$ cat src/rtl/id_ex_stage.sv
// ID/EX pipeline register. It holds one decoded instruction, forwards operands from EX/MEM and MEM/WB,
// and inserts a single bubble when a held load feeds the next instruction.
module id_ex_stage #(
  parameter int DATA_W = 32,
  parameter int REG_W  = 5
) (
  input  logic              clk,
  input  logic              rst_n,
  input  logic              flush,
  input  logic              inValid,
  output logic              inReady,
  input  logic [REG_W-1:0]  inRs,
  input  logic [REG_W-1:0]  inRt,
  input  logic [REG_W-1:0]  inRd,
  input  logic [DATA_W-1:0] inRegData1,
  input  logic [DATA_W-1:0] inRegData2,
  input  logic [DATA_W-1:0] inImm,
  input  logic              inAluSrc,
  input  logic [1:0]        inAluCtrl,
  input  logic [3:0]        inCtrl,
  input  logic              exMemRegWrite,
  input  logic [REG_W-1:0]  exMemRd,
  input  logic [DATA_W-1:0] exMemResult,
  input  logic              memWbRegWrite,
  input  logic [REG_W-1:0]  memWbRd,
  input  logic [DATA_W-1:0] memWbResult,
  output logic              outValid,
  input  logic              outReady,
  output logic [DATA_W-1:0] op1,
  output logic [DATA_W-1:0] op2,
  output logic [1:0]        aluCtrl,
  output logic [DATA_W-1:0] storeData,
  output logic [REG_W-1:0]  outRd,
  output logic [3:0]        outCtrl,
  output logic              loadUseStall
);

  // Handshake: a transfer in happens on inValid & inReady; a transfer out on outValid & outReady.
  logic              valid_q;
  logic [REG_W-1:0]  rs_q, rt_q, rd_q;
  logic [DATA_W-1:0] data1_q, data2_q, imm_q;
  logic              alu_src_q;
  logic [1:0]        alu_ctrl_q;
  logic [3:0]        ctrl_q;

  logic              advance;
  logic [DATA_W-1:0] fwd_a, fwd_b;

  // ctrl layout is {regWrite, memRead, memWrite, memToReg}
  assign advance      = !valid_q || outReady;
  assign loadUseStall = valid_q && ctrl_q[2] && ctrl_q[3] && (rd_q != '0) &&
                        ((rd_q == inRs) || (!inAluSrc && (rd_q == inRt)));
  assign inReady      = advance && !loadUseStall && !flush;

  always_ff @(posedge clk or negedge rst_n) begin
    if (!rst_n) begin
      valid_q    <= 1'b0;
      rs_q       <= '0;
      rt_q       <= '0;
      rd_q       <= '0;
      data1_q    <= '0;
      data2_q    <= '0;
      imm_q      <= '0;
      alu_src_q  <= 1'b0;
      alu_ctrl_q <= '0;
      ctrl_q     <= '0;
    end else if (flush) begin
      valid_q <= 1'b0;
    end else if (advance && loadUseStall) begin
      valid_q <= 1'b0;
    end else if (advance) begin
      valid_q    <= inValid;
      rs_q       <= inRs;
      rt_q       <= inRt;
      rd_q       <= inRd;
      data1_q    <= inRegData1;
      data2_q    <= inRegData2;
      imm_q      <= inImm;
      alu_src_q  <= inAluSrc;
      alu_ctrl_q <= inAluCtrl;
      ctrl_q     <= inCtrl;
    end else begin
      // A stalled entry outlives its producer; capture the writeback before it leaves MEM/WB.
      if (memWbRegWrite && (memWbRd != '0) && (memWbRd == rs_q)) data1_q <= memWbResult;
      if (memWbRegWrite && (memWbRd != '0) && (memWbRd == rt_q)) data2_q <= memWbResult;
    end
  end

  always_comb begin
    fwd_a = data1_q;
    if (exMemRegWrite && (exMemRd != '0) && (exMemRd == rs_q))
      fwd_a = exMemResult;
    else if (memWbRegWrite && (memWbRd != '0) && (memWbRd == rs_q))
      fwd_a = memWbResult;

    fwd_b = data2_q;
    if (exMemRegWrite && (exMemRd != '0) && (exMemRd == rt_q))
      fwd_b = exMemResult;
    else if (memWbRegWrite && (memWbRd != '0) && (memWbRd == rt_q))
      fwd_b = memWbResult;
  end

  assign outValid  = valid_q;
  assign op1       = fwd_a;
  assign op2       = alu_src_q ? imm_q : fwd_b;
  assign storeData = fwd_b;
  assign aluCtrl   = alu_ctrl_q;
  assign outRd     = rd_q;
  assign outCtrl   = ctrl_q;

endmodule

$ cat config.mk
export PLATFORM = sky130hd
export DESIGN_NAME = id_ex_stage
export DESIGN_NICKNAME = d
export VERILOG_FILES = /design/src/rtl/id_ex_stage.sv
export SDC_FILE = /design/constraint.sdc
export NUM_CORES = 1
export LEC_CHECK = 0
export CAP_MARGIN = 20
export CORE_ASPECT_RATIO = 0.6
export CORE_MARGIN = 5
export CORE_UTILIZATION = 47
export DETAILED_ROUTE_END_ITERATION = 8
export PLACE_DENSITY = 0.84
export SLEW_MARGIN = 40
export SYNTH_ARGS = -nofsm -noshare
export SYNTH_HDL_FRONTEND = slang
export SYNTH_SLANG_ARGS = --single-unit
$ cat constraint.sdc
create_clock -name clk -period 3.1 [get_ports clk]
set_input_delay 0.31 -clock clk [delete_from_list [all_inputs] [get_ports clk]]
set_output_delay 0.31 -clock clk [all_outputs]
set_load 0.03 [all_outputs]
==> results_dict.tcl <==
set metrics [dict create \
    outcome "finished, final reports clean" \
    place_congestion 0.9428 \
    r2r_slack_ps 700 \
    setup-violations-final 0 \
    reg2reg_depth 6 \
    clock_path_buffers 2 \
    rsz0062_at_grt "false" \
    slowest_stage "or4_4" \
    grt_pass1_wl_um 44050 \
    drv_slew 0 \
    ir_drop_mv 0.3078 \
    r2r-start "outRd[0]" \
    setup_tns_ps 0 \
    netlist_area_mm2 0.007277 \
    clk_pin_slew_ps 60 \
    drv_cap 0 \
    grt_pass1_vias 7715 \
    netlist_top_cells_count "dfrtp_1 (119), mux2_2 (77), o21ai_0 (65)" \
    ctsRootBufferMaster "clkbuf_16" \
    yosys-top-cells-area "dfrtp_1 (41%), mux2_2 (12%), a22oi_1 (6.6%)" \
    crit_path_start_kind "primary input" \
    post_dp_cell_area_mm2 0.01048 \
    pre_cts_slack_ps 94.34 \
    die-height_um 106.4 \
    antenna_found_initial 2 \
    wl_um 29010 \
    cts_tree "built" \
    crit_start "exMemRd[1]" \
    yosysWarnings 0 \
    timing.slew.headroom_pct 58.46 \
    required_ps 2790 \
    rows 35 \
    io_pins 309 \
    wl_per_cell_um 23.34 \
    synth_top_area_share_pct 40.92 \
    yosysTopAreaCell "dfrtp_1" \
    crit_path_cell_trace "clkdlybuf4s50_1, or4_4, o21ai_4, or3_1, buf_12, a31oi_1, mux2_2, buf_4" \
    worst-path-buf-inv 3 \
    chipWidth_um 170.6 \
    cp-end-kind "primary output" \
    initial_core_util_pct 47.61 \
    htreeDepth 4 \
    postLayoutCellArea_mm2 0.01117 \
    cts-buffers-inserted 17 \
    cpPeakStageDelay_ps 570 \
    drc 0 \
    clock_skew_ps 14.29 \
    grt_max_degree 55 \
    synthDistinctLibCells 40 \
    syn_nets 928 \
    critPathKind "primary input to primary output" \
    tightest_slew_ps 621.7 \
    cts.repair.resized 0 \
    grt_overflow 0 \
    port_buffers 308 \
    nets 1225 \
    dr.first_iter.drc_count 927 \
    cp_top_family "buffers and inverters" \
    leakage_uw 0.004715 \
    synth_most_common_cell "dfrtp_1" \
    firstDrtPassIters 7 \
    clock_latency_ps 400 \
    antenna_left 0 \
    numClockSinks 119 \
    hp-class "primary input to async pin" \
    final_layout_size_suffix_gt1_share_pct 25.02 \
    ys_seq_area_share_pct 40.92 \
    ys.flop_type "dfrtp_1" \
    avgSynthCellArea_um2 9.982 \
    fmax_mhz 327.4 \
    die_area_mm2 0.01815 \
    hold_viol_final 0 \
    critPathMaxFanout 32 \
    layout_min_cycle_time_ps 3054 \
    critPathArrivalTime_ps 2740 \
    synth-seq-cells 119 \
    core_mm2 0.01528 \
    powerDensity_mw_per_mm2 569.6 \
    track_usage_pct 31.04 \
    syn_to_final_growth_pct 53.46 \
    r2r_end "imm_q[5]" \
    worst_slack_ps 45.65 \
    vias_per_cell 6.141 \
    via_count 7633 \
    synthCells 729 \
    ys_async_sr_fraction_pct 100.0 \
    synth_edf_count 0 \
    period_share_pct 98.53 \
    dp_hpwl_um 20440 \
]
==> routing by layer <==
metal / global-route usage, % / vias up / routed length, µm
met5: 0 / - / 13
met4: 7.863 / 2 / 471
met3: 7.990 / 47 / 3512
met2: 46.70 / 522 / 12980
met1: 44.60 / 3688 / 12030
li1: - / 3374 / -
==> flip-flops by register name (all words and copies together) (netlist names) <==
register	cells
data2_q	32
outValid	1
aluCtrl	2
rs_q	5
outCtrl	4
imm_q	32
alu_src_q	1
rt_q	5
outRd	5
data1_q	32
==> layout by cell type, fill, tap and decap left out, drive strengths merged <==
cell type      instances
a21o                   1
and3                   1
dlygate4sd3            1
o22ai                 32
nand4                  2
o2bb2ai               32
xor2                   3
o32ai                  1
dfrtp                119
nor4                  33
a21oi                  4
buf                  134
nor2                   3
clkbuf                20
bufinv                 6
a22oi                 64
a31oi                 32
nand2                 36
mux2                  86
and4                   2
o211ai                 1
inv                   34
or4                    3
o21ai                 68
clkdlybuf4s50        212
o32a                   1
a211o                  2
or3                    1
diode                  1
nand3                 36
o211a                  2
mux2i                 32
clkinv                 5
clkinvlp               1
xnor2                 27
nor3                   1
nor2b                  1
==> worst max-delay path by stage <==
stage	slack (ps)	depth (start not counted)	end
after floorplan	420	6	op2[10]
after global placement	140	8	op2[0]
after detailed placement	90	8	op2[0]
after CTS	80	8	op2[0]
after global routing	1	8	op2[0]
final	50	8	op2[0]
==> repair_timing <==
item	in CTS	in global routing
hold buffers	1	0
setup buffers	0	0
endpoints found under the hold margin	34	0
==> power by group <==
| group | leakage, µW | internal (µW) | total [µW] | switching (µW) |
|---|---|---|---|---|
| sequential | 0.00139 | 1740 | 1890 | 147 |
| combinational | 0.00300 | 963 | 2190 | 1220 |
| clock | 0.000324 | 1530 | 2290 | 753 |
==> metrics by stage <==
step	hold WS, ps	total power [µW]	utilization, %	cells
2_1_floorplan	14.41	3074	-	729
3_3_place_gp	302.1	4039	68.58	1209
3_5_place_dp	308.1	4070	68.60	1209
4_1_cts	413.1	6363	73.05	1242
5_1_grt	483.2	6598	73.07	1243
6_report	431.7	6361	73.07	1243
==> kinds of logic after synthesis <==
group / count (synthesis) / share of synthesized area, %
AO/OA/AOI/OAI: 240 / 22.54
flip-flops: 119 / 40.92
AND/OR/NAND/NOR: 119 / 8.649
multiplexers: 118 / 17.71
buffers and inverters: 103 / 6.568
XOR/XNOR: 30 / 3.611
==> layout make-up <==
type	instances	area [µm²]
sequential	119	2982
clock buffer	20	446.7
timing repair buffer	347	3251
fill	1115	4116
multi-input combinational	507	3880
tap	203	254.0
inverter	34	127.6
antenna	1	2.502
clock inverter	12	224.0
Power figures use the tool's default switching activity.
